==> src/rtl/character_design_loader.sv <==
// Assembles index + ROWS row bytes into a bit-reversed design word and commits it with a one-cycle write strobe.
// Optional trailing XOR checksum byte is enabled by defining LOADER_CHECKSUM_EN.
module character_design_loader #(
  parameter int ROWS        = 10,
  parameter int INDEX_WIDTH = 8
) (
  input  logic                   clk,
  input  logic                   reset_n,
  input  logic [7:0]             in_data,
  input  logic                   in_first,
  input  logic                   in_valid,
  output logic                   in_ready,
  output logic                   design_we,
  output logic [INDEX_WIDTH-1:0] design_addr,
  output logic [8*ROWS-1:0]      design_data,
  output logic                   frame_error,
  output logic [15:0]            designs_written
);

  localparam int DW = 8 * ROWS;
  localparam int RW = $clog2(ROWS + 1);

  typedef enum logic [1:0] {
    S_IDLE  = 2'd0,
    S_ROWS  = 2'd1,
`ifdef LOADER_CHECKSUM_EN
    S_CHECK = 2'd3,
`endif
    S_WRITE = 2'd2
  } state_t;

  state_t                 state_q, state_d;
  logic [RW-1:0]          row_q, row_d;
  logic [INDEX_WIDTH-1:0] addr_q, addr_d;
  logic [DW-1:0]          data_q, data_d;
  logic [15:0]            count_q, count_d;
  logic                   error_q, error_d;
  logic                   accept;
`ifdef LOADER_CHECKSUM_EN
  logic [7:0]             csum_q, csum_d;
`endif

  // The generator reads the leftmost pixel from the lowest bit of each row.
  function automatic logic [7:0] reverse_byte(input logic [7:0] b);
    logic [7:0] r;
    for (int i = 0; i < 8; i++) begin
      r[i] = b[7-i];
    end
    return r;
  endfunction

  assign accept = in_valid & in_ready;

  always_comb begin
    state_d = state_q;
    row_d   = row_q;
    addr_d  = addr_q;
    data_d  = data_q;
    count_d = count_q;
    error_d = 1'b0;
`ifdef LOADER_CHECKSUM_EN
    csum_d  = csum_q;
`endif

    case (state_q)
      S_IDLE: begin
        if (accept) begin
          if (in_first) begin
            state_d = S_ROWS;
            addr_d  = in_data[INDEX_WIDTH-1:0];
            row_d   = '0;
            data_d  = '0;
`ifdef LOADER_CHECKSUM_EN
            csum_d  = in_data;
`endif
          end else begin
            error_d = 1'b1;
          end
        end
      end

      S_ROWS: begin
        if (accept) begin
          if (in_first) begin
            error_d = 1'b1;
            addr_d  = in_data[INDEX_WIDTH-1:0];
            row_d   = '0;
            data_d  = '0;
`ifdef LOADER_CHECKSUM_EN
            csum_d  = in_data;
`endif
          end else begin
            for (int r = 0; r < ROWS; r++) begin
              if (row_q == RW'(r)) begin
                data_d[8*r +: 8] = reverse_byte(in_data);
              end
            end
            row_d = row_q + RW'(1);
`ifdef LOADER_CHECKSUM_EN
            csum_d = csum_q ^ in_data;
            if (row_q == RW'(ROWS - 1)) begin
              state_d = S_CHECK;
            end
`else
            if (row_q == RW'(ROWS - 1)) begin
              state_d = S_WRITE;
            end
`endif
          end
        end
      end

`ifdef LOADER_CHECKSUM_EN
      S_CHECK: begin
        if (accept) begin
          if (in_first) begin
            error_d = 1'b1;
            state_d = S_ROWS;
            addr_d  = in_data[INDEX_WIDTH-1:0];
            row_d   = '0;
            data_d  = '0;
            csum_d  = in_data;
          end else if (in_data == csum_q) begin
            state_d = S_WRITE;
          end else begin
            error_d = 1'b1;
            state_d = S_IDLE;
          end
        end
      end
`endif

      S_WRITE: begin
        count_d = count_q + 16'd1;
        state_d = S_IDLE;
      end

      default: begin
        state_d = S_IDLE;
      end
    endcase
  end

  always_ff @(posedge clk) begin
    if (!reset_n) begin
      state_q <= S_IDLE;
      row_q   <= '0;
      addr_q  <= '0;
      data_q  <= '0;
      count_q <= '0;
      error_q <= 1'b0;
`ifdef LOADER_CHECKSUM_EN
      csum_q  <= '0;
`endif
    end else begin
      state_q <= state_d;
      row_q   <= row_d;
      addr_q  <= addr_d;
      data_q  <= data_d;
      count_q <= count_d;
      error_q <= error_d;
`ifdef LOADER_CHECKSUM_EN
      csum_q  <= csum_d;
`endif
    end
  end

  // Gated by reset_n so the source never sees ready while the loader is held in reset.
  assign in_ready        = reset_n & (state_q != S_WRITE);
  assign design_we       = (state_q == S_WRITE);
  assign design_addr     = addr_q;
  assign design_data     = data_q;
  assign frame_error     = error_q;
  assign designs_written = count_q;

endmodule

==> config.mk <==
export PLATFORM = sky130hd
export DESIGN_NAME = character_design_loader
export DESIGN_NICKNAME = d
export VERILOG_FILES = /design/src/rtl/character_design_loader.sv
export SDC_FILE = /design/constraint.sdc
export NUM_CORES = 1
export LEC_CHECK = 0
export BUFFER_PORTS_ARGS = -buffer_cell sky130_fd_sc_hd__buf_2
export CAP_MARGIN = 30
export CORE_ASPECT_RATIO = 0.5
export CORE_MARGIN = 1
export CORE_UTILIZATION = 43
export CTS_BUF_LIST = sky130_fd_sc_hd__clkbuf_8
export CTS_CLUSTER_DIAMETER = 50
export DETAILED_ROUTE_END_ITERATION = 6
export PLACE_DENSITY = 0.7
export SYNTH_ARGS = -nofsm -noshare
export SYNTH_HDL_FRONTEND = slang
export SYNTH_SLANG_ARGS = --single-unit
==> constraint.sdc <==
create_clock -name clk -period 1.7 [get_ports clk]
set_input_delay 0.085 -clock clk [delete_from_list [all_inputs] [get_ports clk]]
set_output_delay 0.085 -clock clk [all_outputs]
set_load 0.05 [all_outputs]
### Word-level counts from Yosys, hierarchy flattened

Index checks and enable logic that the tools add are counted.

* input port bits: 12
* ROM bits: 0
* memories: 0
* flip-flop bits (word level): 111
* logic and storage cells: 94
* bits in writable memories: 0
* latch bits: 0

* reductions and logical operators: 17
* shift-type cells: 0
* bitwise gates (word level): 2
* $lt $le $gt $ge: 0
* multiply operators: 0
* divide/modulo/power cells: 0
* multiplexer cells: 31
* $add $sub $neg: 2
* equal/unequal tests: 27

Operators with widths (number)
* 80-bit two-way mux: 4
* 80-bit case mux with 2 select lines: 1
* 8-bit two-way mux: 10
* 5-bit AND reduction: 11
* 3-bit != test (second input constant): 10
* 16-bit by 1-bit adder with 16-bit output (second input constant): 1
* 4-bit by 3-bit equality test with 1-bit output (second input constant): 4
* 4-bit two-way mux: 4
* 2-bit != test (second input constant): 6
* 2-bit two-way mux: 5
* 4-bit by 2-bit equality test with 1-bit output (second input constant): 2
* 4-bit equality test (second input constant): 2
* 4-bit case mux with 2 select lines: 1
* 4-bit by 1-bit adder with 4-bit output (second input constant): 1
* 4-bit by 1-bit equality test with 1-bit output (second input constant): 1
* 4-bit zero test: 1
* 1-bit two-way mux: 4
* 2-bit case mux with 2 select lines: 1
* 4-bit AND reduction: 1
* 3-bit AND reduction: 1
* 1-bit AND: 2
* 2-bit by 1-bit equality test with 1-bit output (second input constant): 1
* 2-bit equality test (second input constant): 1
* 2-bit zero test: 1
* 3 further kinds: 3

### Depth between registers and ports, before layout

Gate-level depths: netlist of the first run.

* depth after elaboration: 5
* mapped depth: 7

### Worst setup path before layout of the first run

No wires, ideal clock.

* path type: reg-to-reg
* from: reg count_q[3] (netlist: designs_written[3])
* to: reg count_q[15] (netlist: designs_written[15])
* library setup time: 120 ps
* setup slack: -178 ps
* cell stages (with the launch flop): 5
* arrival time: 1758 ps
* data required time: 1580 ps
* clock period less this slack: 1878 ps
* cell sequence: dfxtp_1 -> nand4_1 -> nor4_2 -> nand4_1 -> mux2i_1

* word-level cells in the longest chain between the ends: 1

RTL lines
* start: declaration: RTL line 36 `logic [15:0] count_q, count_d;`
* start signal: assignment: RTL line 160 `count_q <= count_d;`
* 16-bit by 1-bit adder with 16-bit output: RTL line 134 `count_d = count_q + 16'd1;`

Every way passes these cells.
A chain may end at the register's enable or synchronous reset.

### Final worst setup path of the first run

* from: reg row_q[1]
* to: reg data_q[15] (netlist: design_data[15])

* word-level cells in the longest chain between the ends: 3

RTL lines
* start: declaration: RTL line 33 `logic [RW-1:0] row_q, row_d;`
* start signal: assignment: RTL line 157 `row_q <= row_d;`
* 4-bit by 1-bit equality test with 1-bit output: RTL line 94 `if (row_q == RW'(r)) begin`
* 3-bit != test (no source line)
* 5-bit AND reduction (no source line)
* end signal: assignment: RTL line 159 `data_q <= data_d;`
* end: declaration: RTL line 35 `logic [DW-1:0] data_q, data_d;`

Every way passes these cells.

==> results of run 1 <==
## final timing paths
kind                                from                           end  slack (ns)  cells after the start
max                row_q[1]$_SDFFE_PN0P_  design_data[15]$_SDFFE_PN0P_       -0.11                      7
min                             in_first        frame_error$_SDFF_PN0_        0.15                      4
max reg2reg        row_q[1]$_SDFFE_PN0P_  design_data[15]$_SDFFE_PN0P_       -0.11                      7
min reg2reg  design_addr[1]$_SDFFE_PN0P_   design_addr[1]$_SDFFE_PN0P_        0.46                      2
## per-stage QoR
step | area, um2 | utilization (%) | std cells | setup WS [ns]
4_1_cts | 6070 | 59.1 | 752 | -0.0900
5_1_grt | 6110 | 59.5 | 752 | -0.181
2_1_floorplan | 4660 | - | 454 | -0.0846
3_5_place_dp | 5770 | 56.1 | 726 | -0.0602
3_3_place_gp | 5750 | 56.0 | 725 | -0.128
6_report | 6110 | 59.5 | 752 | -0.106
## per-layer routing
layer	vias to the layer above	share of wire, %	track usage, %
met3	7	4.8	4.30
met2	76	46	32.0
li1	1833	-	-
met5	-	0	0
met1	1733	48	28.3
met4	0	0.83	6.30
## report_power, final
group          internal (mW)  leakage, nW  switching [mW]
registers               2.62        0.902          0.0163
clock network          0.580       0.0982            1.00
logic                  0.211         1.59           0.308
## registers in the layout, indices dropped and copies added (netlist names)
register / flops
design_addr: 8
design_data: 80
designs_written: 16
frame_error: 1
row_q: 4
state_q: 2
## repair_timing
action / in CTS / in global routing
pin swaps: 0 / 7
resized for setup: 2 / 11
setup endpoints to repair: 34 / 84
setup buffers: 1 / 2
hold endpoints to repair: 9 / 0
hold buffers: 9 / 0
## final cells by class
type	count	area [um2]	share of cell area (%)
clock buffer	9	124	2.03
multi-input combinational	308	2260	37.0
inverter	6	27.5	0.450
tap	140	175	2.87
timing repair buffer	171	1210	19.8
clock inverter	7	75.1	1.23
sequential	111	2240	36.7
## kinds of logic after synthesis
group                    Yosys count
multiplexers                      84
flip-flops                       111
buffers and inverters             35
XOR/XNOR                          13
adder cells (fa/ha/maj)            6
AO/OA/AOI/OAI                     28
AND/OR/NAND/NOR                  177
## synthesized netlist by cell type (all sizes together) (3+ instances only)
| cell | count |
|---|---|
| nand2b | 4 |
| and2 | 8 |
| xnor2 | 10 |
| buf | 19 |
| xor2 | 3 |
| nand4 | 6 |
| nor4 | 3 |
| ha | 6 |
| clkbuf | 10 |
| a21oi | 4 |
| nand2 | 27 |
| o21ai | 11 |
| nor3 | 6 |
| nor2 | 99 |
| mux2i | 84 |
| dfxtp | 111 |
| or3b | 4 |
| a211oi | 10 |
| inv | 5 |
| nand3b | 9 |
## worst max-delay path: stages, from the launching register on
cell and delay (ns):
sky130_fd_sc_hd__dfxtp_4 0.40, sky130_fd_sc_hd__inv_4 0.08, sky130_fd_sc_hd__ha_4 0.13, sky130_fd_sc_hd__or3b_4 0.39, sky130_fd_sc_hd__a211oi_4 0.25, sky130_fd_sc_hd__buf_12 0.18, sky130_fd_sc_hd__mux2i_1 0.19, sky130_fd_sc_hd__nor2_1 0.05
==> flow_metrics.env, run 1 <==
export IMPL_via_cell_ratio=4.85
export IMPL_p_leak_nw=2.59
export IMPL_gr_total_overflow=0
export IMPL_syn_avg_cell_area_um2=10.1
export IMPL_worstMarginPinSlew_ns=0.456
export IMPL_initialDrtViolationCount=192
export IMPL_ant_nets=0
export IMPL_drt_pass1_iter_count=4
export IMPL_globalRouteTotalUtil_pct=20.3
export IMPL_first_global_vias=3252
export IMPL_timing_hold_violations_final=0
export IMPL_num_vias=3649
export IMPL_most_common_library_cell_in_the_layout_ignoring_fill_and_taps="sky130_fd_sc_hd__buf_2"
export IMPL_die_width_um=148
export IMPL_cts_clk_slew_worst_paths_ns=0.12
export IMPL_design_core_area_um2=10300
export IMPL_standard_cell_rows=26
export IMPL_syn_to_final_growth_pct=33.1
export IMPL_synth_lib_cells_used_distinct=41
export IMPL_routability_cong=0.835
export IMPL_post_route_cells_drive_above_1_share_pct=36.3
export IMPL_slew_headroom_pct=69.6
export IMPL_worstSetupStartpointType="register"
export IMPL_violations="setup timing"
export IMPL_synth_warnings=0
export IMPL_setup_ws_ns=-0.106
export IMPL_post_route_drc_count=0
export IMPL_synth_top_cells_by_area="sky130_fd_sc_hd__dfxtp_1 (48%), sky130_fd_sc_hd__mux2i_1 (18%), sky130_fd_sc_hd__nor2_1 (8.0%), sky130_fd_sc_hd__a211oi_4 (4.4%), sky130_fd_sc_hd__nand2_1 (2.2%)"
export IMPL_synth_top_family_by_area="simple AND/OR/NAND/NOR gates"
export IMPL_post_synth_xor_area_fraction_pct=2.48
export IMPL_ir_drop_uv=354
export IMPL_cellPowerDensity_nw_per_um2=775
export IMPL_crit_required_ns=1.97
export IMPL_clock_tree_root_cell="sky130_fd_sc_hd__clkbuf_8"
export IMPL_mostFrequentLayoutCells="sky130_fd_sc_hd__buf_2 (118), sky130_fd_sc_hd__dfxtp_1 (99), sky130_fd_sc_hd__nor2_1 (97)"
export IMPL_outcome="finished, violations left"
export IMPL_synth_largest_type_area_fraction_pct=48.4
export IMPL_crit_arrival_ns=2.07
export IMPL_nature_of_the_critical_path_endpoint="register"
export IMPL_holdCritPathClass="input pin to register"
export IMPL_worst_setup_path_type="register to register"
export IMPL_final_setup_viol_count=32
export IMPL_fin_skew_ns=0.0108
export IMPL_yosys_area_share_adder_pct=1.64
export IMPL_synth_compound_gate_area_share_pct=6.60
export IMPL_yosys_mux_area_fraction_pct=18.3
export IMPL_ys_seq_area_share_pct=48.4
export IMPL_max_cap_viol_count=0
export IMPL_synthesized_flop_and_latch_total=111
export IMPL_global_route_wire_length_before_repair_um=17200
export IMPL_rsz0062_at_grt="true"
export IMPL_antenna_violations_before_repair=0
export IMPL_wl_um=11000
export IMPL_dp_final_hpwl_um=7690
export IMPL_nNetsFinal=625
export IMPL_power_total_mw=4.74
export IMPL_final_setup_tns_ns=-2.51
export IMPL_drv_slew=0
export IMPL_final_hold_worst_slack_ns=0.148
export IMPL_cts_htree_levels=3
export IMPL_worstPathMaxFanout=8
export IMPL_synth_nets=472
export IMPL_postSynthCellCount=454
export IMPL_ios=119
export IMPL_synth_async_reset_ratio_pct=0
export IMPL_fmax_ghz=0.554
export IMPL_fraction_of_the_mapped_netlist_area_in_simple_logic_gates_pct=18.6
export IMPL_synthesis_area_um2=4590
export IMPL_clk_latency_ns=0.39
export IMPL_wire_per_inst_um=14.7
export IMPL_cts_max_path_buffers=2
export IMPL_synth_edff_count=0
export IMPL_grt_start_max_net_pins=46
export IMPL_cts_tree="done"
export IMPL_insertedDiodeCount=0
export IMPL_post_route_period_util_pct=106
export IMPL_effective_utilization_at_floorplan_pct=44.7
export IMPL_synth_ff_type="sky130_fd_sc_hd__dfxtp_1"
export IMPL_port_buffers=118
export IMPL_die_height_um=75.1
export IMPL_period_needed_ns=1.81
export IMPL_die_area_um2=11100
export IMPL_numCtsBuffers=9
export IMPL_synth_largest_area_cell="sky130_fd_sc_hd__dfxtp_1"
export IMPL_fillerInstances=890
export IMPL_clkSinkCount=111
No activity file was read; power rests on OpenSTA's default activity.
==> run 2, diff against run 1 <==
ABC_AREA = 1   (was unset)
==> run 2 against run 1 <==
The flow now finishes without violations. Clock-buffer cell count up 1. Critical path depth down 2. Non-clock buffer count down 29. Via count up 11%. Power up 21%. Worst hold slack worse by 0.14 ns. Clock power about the same. Largest cell class is now sequential cells.
==> flow_metrics.env, run 2 <==
export IMPL_layout_core_utilization_pct=55.8
export IMPL_crit_required_ns=1.62
export IMPL_holdCritPathClass="input pin to register"
export IMPL_nNetsFinal=702
export IMPL_synth_lib_cells_used_distinct=32
export IMPL_globalRouteTotalUtil_pct=21.1
export IMPL_synth_largest_area_cell="sky130_fd_sc_hd__dfxtp_1"
export IMPL_synth_nets=572
export IMPL_fin_skew_ns=0.0104
export IMPL_synth_edff_count=0
export IMPL_fmax_ghz=0.629
export IMPL_grt_start_max_net_pins=60
export IMPL_nature_of_the_critical_path_endpoint="output port"
export IMPL_crit_arrival_ns=1.51
export IMPL_via_cell_ratio=4.92
export IMPL_effective_utilization_at_floorplan_pct=45.3
export IMPL_r2r_worst_path_cells=9
export IMPL_met2_wirelength_um=4920
export IMPL_initialDrtViolationCount=244
export IMPL_clock_tree_root_cell="sky130_fd_sc_hd__clkbuf_8"
export IMPL_wire_per_inst_um=13.5
export IMPL_synth_top_family_by_area="compound AO/OA/AOI/OAI gates"
export IMPL_post_route_cells_drive_above_1_share_pct=26.6
export IMPL_insertedDiodeCount=0
export IMPL_worstPathMaxFanout=6
export IMPL_cts_htree_levels=3
export IMPL_ios=119
export IMPL_whs_endpoint="design_addr[2]$_SDFFE_PN0P_"
export IMPL_postSynthCellCount=554
export IMPL_fraction_of_the_mapped_netlist_area_in_simple_logic_gates_pct=19.7
export IMPL_num_vias=4045
export IMPL_rsz0062_at_grt="false"
export IMPL_die_height_um=73.5
export IMPL_standard_cell_rows=25
export IMPL_drv_slew=0
export IMPL_hold_path_cell_count=3
export IMPL_timing_hold_violations_final=0
export IMPL_ant_nets=0
export IMPL_synth_async_reset_ratio_pct=0
export IMPL_drt_pass1_iter_count=5
export IMPL_worst_r2r_endpoint="design_data[51]$_SDFFE_PN0P_"
export IMPL_cts_clk_slew_worst_paths_ns=0.10
export IMPL_worstSetupStartpointType="register"
export IMPL_cts_tree="done"
export IMPL_synth_top_cells_by_area="sky130_fd_sc_hd__dfxtp_1 (51%), sky130_fd_sc_hd__nor2_1 (8.7%), sky130_fd_sc_hd__a21oi_1 (6.5%), sky130_fd_sc_hd__o21ai_0 (6.1%), sky130_fd_sc_hd__nand2_1 (5.1%)"
export IMPL_cts_max_path_buffers=2
export IMPL_synth_largest_type_area_fraction_pct=50.5
export IMPL_worstMarginPinSlew_ns=0.494
export IMPL_ir_drop_uv=501
export IMPL_post_route_period_util_pct=93.5
export IMPL_clkSinkCount=111
export IMPL_syn_to_final_growth_pct=23.1
export IMPL_outcome="completed"
export IMPL_period_needed_ns=1.59
export IMPL_synth_warnings=0
export IMPL_max_cap_viol_count=0
export IMPL_detail_route_wirelength_met1_um=5450
export IMPL_yosysMostFrequentCell="sky130_fd_sc_hd__dfxtp_1"
export IMPL_ys_top_cells_by_count="sky130_fd_sc_hd__dfxtp_1 (111), sky130_fd_sc_hd__nor2_1 (102), sky130_fd_sc_hd__nand2_1 (60)"
export IMPL_synthesis_area_um2=4400
export IMPL_worstHoldStart="in_data[2]"
export IMPL_final_setup_viol_count=0
export IMPL_numCtsBuffers=9
export IMPL_p_leak_nw=2.54
export IMPL_design_core_area_um2=9700
export IMPL_clk_latency_ns=0.38
export IMPL_dp_final_hpwl_um=7690
export IMPL_synth_ff_type="sky130_fd_sc_hd__dfxtp_1"
export IMPL_port_buffers=118
export IMPL_syn_avg_cell_area_um2=7.94
export IMPL_synth_compound_gate_area_share_pct=20.1
export IMPL_slew_headroom_pct=67.1
export IMPL_global_route_wire_length_before_repair_um=17500
export IMPL_yosys_mux_area_fraction_pct=0
export IMPL_dr_wl_met3_um=614
export IMPL_worst_setup_path_type="register to output port"
export IMPL_post_route_drc_count=0
export IMPL_die_width_um=145
export IMPL_yosys_area_share_adder_pct=1.71
export IMPL_first_global_vias=3449
export IMPL_top_layer_used="met4"
export IMPL_largest_reg_flops=80
export IMPL_routability_cong=0.887
export IMPL_gr_total_overflow=0
export IMPL_synthesized_flop_and_latch_total=111
export IMPL_reg2reg_slack_ns=0.13
export IMPL_cellPowerDensity_nw_per_um2=1060
export IMPL_most_common_library_cell_in_the_layout_ignoring_fill_and_taps="sky130_fd_sc_hd__buf_2"
export IMPL_wl_um=11100
export IMPL_ys_seq_area_share_pct=50.5
export IMPL_die_area_um2=10700
export IMPL_crit_reg2reg_launch="row_q[0]$_SDFFE_PN0P_"
export IMPL_mostFrequentLayoutCells="sky130_fd_sc_hd__buf_2 (117), sky130_fd_sc_hd__dfxtp_1 (110), sky130_fd_sc_hd__nor2_1 (101)"
export IMPL_post_synth_xor_area_fraction_pct=0.199
export IMPL_final_setup_tns_ns=0
export IMPL_antenna_violations_before_repair=0
run 2: cell types whose count changed after synthesis, sizes merged, moves of 13 or more:
cell	change
mux2i	-84
o21ai	+77
a21oi	+62
inv	+46
nand2	+35
nor2	+13
run 2: worst max-delay path, stage by stage (launching register included):
cell and delay, ns:
sky130_fd_sc_hd__dfxtp_1 0.34, sky130_fd_sc_hd__inv_1 0.08, sky130_fd_sc_hd__nand2_1 0.15, sky130_fd_sc_hd__inv_1 0.15
sky130_fd_sc_hd__nor2_2 0.15, sky130_fd_sc_hd__clkbuf_4 0.25
run 2: layout make-up:
cell class              instances  area [um2]
fillers                       949        4280
flip-flops and latches        111        2220
multi-input cells             369        1850
repair buffers                142         793
inverters                      51         194
well taps                     135         169
clock buffers                  10         138
clock inverters                 4        47.5
run 2: kinds of logic (layout without fill, tap and decap cells):
logic type | after synthesis | count (layout)
XOR/XNOR | 1 | 1
flip-flops | 111 | 111
adder cells (fa/ha/maj) | 6 | 6
buffers and inverters | 74 | 207
AO/OA/AOI/OAI | 160 | 160
AND/OR/NAND/NOR | 202 | 202
run 2: worst max-delay path by stage:
stage / from / end / slack (ns) / cells after the start
after detailed placement: state_q[1]$_SDFFE_PN0P_ / design_data[19]$_SDFFE_PN0P_ / 0.10 / 7
after CTS: state_q[0]$_SDFFE_PN0P_ / in_ready / 0.07 / 5
after global routing: row_q[0]$_SDFFE_PN0P_ / design_data[49]$_SDFFE_PN0P_ / 0.004 / 9
after floorplan: designs_written[1]$_SDFFE_PN0P_ / designs_written[12]$_SDFFE_PN0P_ / 0.06 / 6
after global placement: state_q[1]$_SDFFE_PN0P_ / design_data[56]$_SDFFE_PN0P_ / 0.13 / 7
final: state_q[0]$_SDFFE_PN0P_ / in_ready / 0.11 / 5
run 2: report_power, final:
group,switching (mW),internal (mW)
combinational,0.991,0.315
sequential,0.0909,2.76
clock,0.860,0.705
total,1.94,3.78
run 2: metal layers:
metal	global-route usage, %	up-vias
met3	5.03	9
met5	0	-
met4	6.62	0
met2	31.9	108
li1	-	2078
met1	29.8	1850
run 2: timing repair:
| item | CTS | global route |
|---|---|---|
| hold buffers | 3 | 0 |
| endpoints found under the setup margin | 0 | 26 |
| resized for setup | 0 | 6 |
| setup buffers | 0 | 3 |
| endpoints found under the hold margin | 3 | 0 |
run 2: per-stage QoR:
stage | instance area, um2 | std cells | hold slack [ns] | setup WS [ns] | total power, mW
global placement | 5160 | 802 | 0.364 | 0.130 | 4.18
finish | 5410 | 822 | 0.0127 | 0.110 | 5.72
detailed placement | 5160 | 802 | 0.377 | 0.104 | 4.19
floorplan | 4400 | 554 | 0.236 | 0.0639 | 3.89
global route | 5410 | 822 | 0.0173 | 0.00449 | 5.97
CTS | 5370 | 819 | 0.00155 | 0.0667 | 5.74
